[src/rtl/ad7760_seq.sv]
// AD7760 bring-up sequencer: pulses the ADC reset, writes both control registers
// over the parallel bus, then captures one sample per data-ready falling edge.
module ad7760_seq #(
    parameter int          RST_LOW_CYC  = 2,
    parameter int          RST_HIGH_CYC = 3,
    parameter int          WR_CS_CYC    = 8,
    parameter int          WR_GAP_CYC   = 8,
    parameter int          POST_CFG_CYC = 6,
    parameter logic [15:0] CTRL1_VAL    = 16'h0000,
    parameter logic [15:0] CTRL2_VAL    = 16'h0022
) (
    input  logic        mclk,
    input  logic        i_rest_n,
    input  logic        command,
    input  logic        drdy_n,
    input  logic [15:0] adc_din,
    output logic        o_rest_n,
    output logic        cs_n,
    output logic        r_n_w,
    output logic [15:0] adc_dout,
    output logic        adc_oe,
    output logic [15:0] sample_data,
    output logic        sample_valid,
    input  logic        fifo_full,
    output logic        cfg_done,
    output logic [7:0]  drop_cnt
);

    typedef enum logic [3:0] {
        IDLE      = 4'd0,
        RST_LO    = 4'd1,
        RST_HI    = 4'd2,
        WR_ADR    = 4'd3,
        GAP_ADR   = 4'd4,
        WR_VAL    = 4'd5,
        GAP_VAL   = 4'd6,
        POST_WAIT = 4'd7,
        ACQ       = 4'd8
    } state_t;

    state_t      state_q, state_d;
    logic        reg_idx_q, reg_idx_d;
    logic [15:0] cnt_q, cnt_d;
    logic [15:0] len_s;
    logic        last_s;

    logic        sync1_q, sync2_q, sync3_q;
    logic        fall_s, cap_s;

    logic        o_rest_n_q, o_rest_n_d;
    logic        cs_n_q, cs_n_d;
    logic        r_n_w_q, r_n_w_d;
    logic [15:0] adc_dout_q, adc_dout_d;
    logic        adc_oe_q, adc_oe_d;
    logic        cfg_done_q, cfg_done_d;
    logic [15:0] sample_data_q, sample_data_d;
    logic        sample_valid_q, sample_valid_d;
    logic [7:0]  drop_cnt_q, drop_cnt_d;

    // Dwell length of the current timed state
    always_comb begin
        len_s = 16'd1;
        case (state_q)
            RST_LO:            len_s = 16'(RST_LOW_CYC);
            RST_HI:            len_s = 16'(RST_HIGH_CYC);
            WR_ADR, WR_VAL:    len_s = 16'(WR_CS_CYC);
            GAP_ADR, GAP_VAL:  len_s = 16'(WR_GAP_CYC);
            POST_WAIT:         len_s = 16'(POST_CFG_CYC);
            default:           len_s = 16'd1;
        endcase
        last_s = (cnt_q == (len_s - 16'd1));
    end

    // Next-state logic; command is only honoured in IDLE, POST_WAIT exit and ACQ
    always_comb begin
        state_d   = state_q;
        reg_idx_d = reg_idx_q;
        cnt_d     = 16'd0;
        case (state_q)
            IDLE: begin
                if (command) begin
                    state_d   = RST_LO;
                    reg_idx_d = 1'b0;
                end else begin
                    state_d   = IDLE;
                end
            end
            RST_LO, RST_HI, WR_ADR, GAP_ADR, WR_VAL, GAP_VAL, POST_WAIT: begin
                if (last_s) begin
                    cnt_d = 16'd0;
                    case (state_q)
                        RST_LO:  state_d = RST_HI;
                        RST_HI:  state_d = WR_ADR;
                        WR_ADR:  state_d = GAP_ADR;
                        GAP_ADR: state_d = WR_VAL;
                        WR_VAL:  state_d = GAP_VAL;
                        GAP_VAL: begin
                            if (!reg_idx_q) begin
                                state_d   = WR_ADR;
                                reg_idx_d = 1'b1;
                            end else begin
                                state_d   = POST_WAIT;
                            end
                        end
                        POST_WAIT: state_d = command ? ACQ : IDLE;
                        default:   state_d = IDLE;
                    endcase
                end else begin
                    cnt_d = cnt_q + 16'd1;
                end
            end
            ACQ: begin
                if (!command) begin
                    state_d = IDLE;
                end else begin
                    state_d = ACQ;
                end
            end
            default: state_d = IDLE;
        endcase
    end

    // Bus outputs decoded from the upcoming state so the registered pins line up with it
    always_comb begin
        o_rest_n_d = 1'b1;
        cs_n_d     = 1'b1;
        r_n_w_d    = 1'b1;
        adc_oe_d   = 1'b0;
        adc_dout_d = 16'h0000;
        cfg_done_d = 1'b0;
        case (state_d)
            RST_LO: o_rest_n_d = 1'b0;
            WR_ADR: begin
                cs_n_d     = 1'b0;
                adc_oe_d   = 1'b1;
                adc_dout_d = reg_idx_d ? 16'h0002 : 16'h0001;
            end
            WR_VAL: begin
                cs_n_d     = 1'b0;
                adc_oe_d   = 1'b1;
                adc_dout_d = reg_idx_d ? CTRL2_VAL : CTRL1_VAL;
            end
            ACQ: begin
                cs_n_d     = 1'b0;
                r_n_w_d    = 1'b0;
                cfg_done_d = 1'b1;
            end
            default: o_rest_n_d = 1'b1;
        endcase
    end

    // Sample capture; an edge coinciding with the ACQ exit is discarded
    always_comb begin
        fall_s         = sync3_q & ~sync2_q;
        cap_s          = (state_q == ACQ) & command & fall_s;
        sample_data_d  = sample_data_q;
        sample_valid_d = 1'b0;
        drop_cnt_d     = drop_cnt_q;
        if (cap_s) begin
            if (fifo_full) begin
                if (drop_cnt_q != 8'd255) begin
                    drop_cnt_d = drop_cnt_q + 8'd1;
                end else begin
                    drop_cnt_d = drop_cnt_q;
                end
            end else begin
                sample_data_d  = adc_din;
                sample_valid_d = 1'b1;
            end
        end else begin
            sample_valid_d = 1'b0;
        end
    end

    // State, synchronizer and output registers with synchronous active-low reset
    always_ff @(posedge mclk) begin
        if (!i_rest_n) begin
            state_q        <= IDLE;
            reg_idx_q      <= 1'b0;
            cnt_q          <= 16'd0;
            sync1_q        <= 1'b1;
            sync2_q        <= 1'b1;
            sync3_q        <= 1'b1;
            o_rest_n_q     <= 1'b1;
            cs_n_q         <= 1'b1;
            r_n_w_q        <= 1'b1;
            adc_dout_q     <= 16'h0000;
            adc_oe_q       <= 1'b0;
            cfg_done_q     <= 1'b0;
            sample_data_q  <= 16'h0000;
            sample_valid_q <= 1'b0;
            drop_cnt_q     <= 8'd0;
        end else begin
            state_q        <= state_d;
            reg_idx_q      <= reg_idx_d;
            cnt_q          <= cnt_d;
            sync1_q        <= drdy_n;
            sync2_q        <= sync1_q;
            sync3_q        <= sync2_q;
            o_rest_n_q     <= o_rest_n_d;
            cs_n_q         <= cs_n_d;
            r_n_w_q        <= r_n_w_d;
            adc_dout_q     <= adc_dout_d;
            adc_oe_q       <= adc_oe_d;
            cfg_done_q     <= cfg_done_d;
            sample_data_q  <= sample_data_d;
            sample_valid_q <= sample_valid_d;
            drop_cnt_q     <= drop_cnt_d;
        end
    end

    assign o_rest_n     = o_rest_n_q;
    assign cs_n         = cs_n_q;
    assign r_n_w        = r_n_w_q;
    assign adc_dout     = adc_dout_q;
    assign adc_oe       = adc_oe_q;
    assign cfg_done     = cfg_done_q;
    assign sample_data  = sample_data_q;
    assign sample_valid = sample_valid_q;
    assign drop_cnt     = drop_cnt_q;

endmodule

[config.mk]
export PLATFORM = sky130hd
export DESIGN_NAME = ad7760_seq
export DESIGN_NICKNAME = d
export VERILOG_FILES = /design/src/rtl/ad7760_seq.sv
export SDC_FILE = /design/constraint.sdc
export NUM_CORES = 1
export LEC_CHECK = 0
export CORE_MARGIN = 2
export CORE_UTILIZATION = 52
export CTS_CLUSTER_SIZE = 14
export DETAILED_ROUTE_END_ITERATION = 8
export GPL_TIMING_DRIVEN = 0
export MAX_ROUTING_LAYER = met4
export PLACE_DENSITY = 0.84
export SYNTH_ARGS = -nofsm -noshare
export SYNTH_HDL_FRONTEND = slang
export SYNTH_SLANG_ARGS = --single-unit
[constraint.sdc]
create_clock -name mclk -period 6.7 [get_ports mclk]
set_input_delay 1.675 -clock mclk [delete_from_list [all_inputs] [get_ports mclk]]
set_output_delay 1.675 -clock mclk [all_outputs]
set_load 0.005 [all_outputs]
==> metrics.yaml <==
layout:
  fin_nets: 377
  stdcell_count: 424
  drive_above_1_share_pct: 12.89
  final_util_pct: 72.21
  n_antenna_cell: 0
  area_delta_synth_final_pct: 31.96
worst_setup_path:
  timing.rr.end: "o_rest_n$_SDFF_PN1_"
  critPathMaxFanout: 10
  worst-endpoint-arrival_ps: 3640
  r2r_slack_ps: 3410
  critPathLaunchType: "input port"
  crit_type: "in -> reg"
  rr_worst_depth: 12
  required_ps: 6970
  r2r_start: "state_q[0]$_SDFF_PN0_"
  endpoint_kind: "flop"
clock_tree:
  cts-resized-gates: 0
  clk_pin_slew_ps: 60
  cts_tree: "done"
  cts_buffers: 9
  clk_path_buf_depth: 2
  cts_root_buffer: "clkbuf_8"
  postCtsSetupRepairBufs: 0
  clock_sinks: 57
  ctsHoldBuffers: 0
  htreeDepth: 3
  insertion_delay_ps: 330
run_status:
  outcome: "finished clean"
synth:
  synth-seq-area-share_pct: 43.57
  ys.flop_type: "dfxtp_1"
  ys_warn_count: 0
  synthDistinctLibCells: 51
  netlist_instances: 277
  syn_area_per_cell_um2: 9.454
  synth_area_mm2: 0.002619
  synth_edf_count: 0
  ys_ff_latch: 57
  async_flop_share_pct: 0
global_routing:
  overflow: 0
  grt_pass1_wl_um: 8887
  grt_usage_pct: 21.94
  antenna_found_initial: 0
  grt_pass1_vias: 2021
  grt_max_degree: 11
detailed_routing:
  drc: 0
  dr.pass1.iters: 4
  drt-initial-drc-count: 102
  antenna_left: 0
  wire_per_inst_um: 12.95
  drt-total-wl_um: 5491
  vias: 2152
  via_per_inst: 5.075
sta:
  hold_viol: 0
  setup_violations: 0
  hold_slack_ps: 407.6
  setup-tns-final_ps: 0
  skew_ps: 7.557
  tightest_slew_ps: 556.5
  period_share_pct: 50.32
  fmax_mhz: 296.6
  period_needed_ps: 3372
  relSlewSlack_pct: 62.84
  rsz0062_at_grt: "no"
  drv_slew: 0
placement:
  hpwl_um: 3964
  placed_cells: 409
  gp_congestion: 0.8157
  port_buffers: 53
power_and_ir_drop:
  powerDensity_mw_per_mm2: 232.4
  irDropWorstVdd_v: 0.0001765
  power_mw: 0.8032
  p_leak_nw: 1.311
min_path:
  hp-start: "sync1_q$_SDFF_PN1_"
  hold_path_end: "sync2_q$_SDFF_PN1_"
  hold_path.class: "reg -> reg"
  hold_depth: 1
floorplan:
  dieArea_mm2: 0.005620
  ios: 67
  dieHeight_um: 74.97
  start_util_pct: 54.72
  die_width_um: 74.97
  rows: 25
  core-area_mm2: 0.004786
flow_run:
  cap_violations: 0
-- synth_stat cells (2+ instances only) --
cell,n,area share [%]
a21oi_1,6,1.1
and2_1,3,0.72
and3_1,6,1.4
and4_1,2,0.67
buf_2,4,0.76
buf_4,14,4.0
clkbuf_1,3,0.43
dfxtp_1,57,44
ha_1,3,1.4
inv_1,4,0.57
mux2i_1,20,7.6
nand2_1,12,1.7
nand2b_1,3,0.72
nand3_1,11,2.1
nand3b_1,2,0.57
nand4_1,7,1.7
nor2_1,49,7.0
nor2b_1,2,0.48
nor3_1,6,1.1
nor3b_1,3,0.86
o211a_1,3,1.1
o21ai_0,5,0.96
or3_1,2,0.48
xnor2_1,9,3.0
xor2_1,15,5.0
-- state kept, by name, summed over array words and instances, names as in the netlist, 3 cells and up --
register,count
adc_dout,3
cnt_q,16
drop_cnt,8
sample_data,16
state_q,4
-- cell families after synthesis --
group	after synthesis	synth area share, %
xor gates and xnor gates	24	8.027
adders and majority gates	3	1.434
other	1	0.1432
and+or+nand+nor	122	25.27
buffers and inverters	26	5.924
DFF	57	43.57
muxes	20	7.644
AOI/OAI and AO/OA	24	7.980
-- worst max path at each step --
stage | depth (start not counted) | to | startpoint
floorplan | 6 | drop_cnt[5]$_SDFFE_PN0P_ | command
global placement | 7 | drop_cnt[5]$_SDFFE_PN0P_ | command
detailed placement | 6 | cnt_q[12]$_SDFF_PP0_ | i_rest_n
CTS | 6 | cnt_q[11]$_SDFF_PP0_ | i_rest_n
global route | 6 | cnt_q[12]$_SDFF_PP0_ | i_rest_n
finish | 6 | cnt_q[11]$_SDFF_PP0_ | i_rest_n
-- critical path, cell delays in order --
cell,delay (ps)
clkdlybuf4s50_1,610
clkinv_1,300
nor2_1,380
o311ai_2,290
buf_2,260
nor2_1,120
-- power breakdown --
part           internal, mW  switching [mW]  total [mW]
Sequential            0.349         0.00819       0.357
Combinational        0.0665          0.0797       0.146
Clock                 0.169           0.131       0.300
Total                 0.585           0.219       0.803
-- area by class of cell --
class,count,area (um2)
Fill cell,389,1330
Multi-Input combinational cell,206,1368
Tap cell,67,83.83
Clock inverter,3,42.54
Clock buffer,12,135.1
Timing Repair Buffer,53,530.5
Buffer,21,136.4
Sequential cell,57,1141
Inverter,5,18.77
-- cell usage in the layout (no fill, tap or decap), types with 5 or more instances in the layout --
master,count
nand4_1,7
dfxtp_1,57
nand2_1,12
xnor2_1,9
conb_1,13
and3_1,6
clkbuf_1,6
nor2_1,49
o21ai_0,5
clkbuf_8,9
buf_4,14
nand3_1,11
mux2i_1,20
clkdlybuf4s50_1,53
a21oi_1,6
xor2_1,15
nor3_1,6
-- per-stage QoR --
stage	setup WS, ps	instance area, um2
6_report	3328	3456
5_1_grt	3073	3456
4_1_cts	3337	3456
3_5_place_dp	2998	3278
3_3_place_gp	3044	3278
2_1_floorplan	3808	2664
-- routing by layer --
metal	GRT usage (%)	part of all wire, %
met1	25.08	44
met2	35.28	49
met3	4.819	4.6
met4	12.70	2.7
met5	-	0
Note: power is estimated with default switching activity, not from simulation.
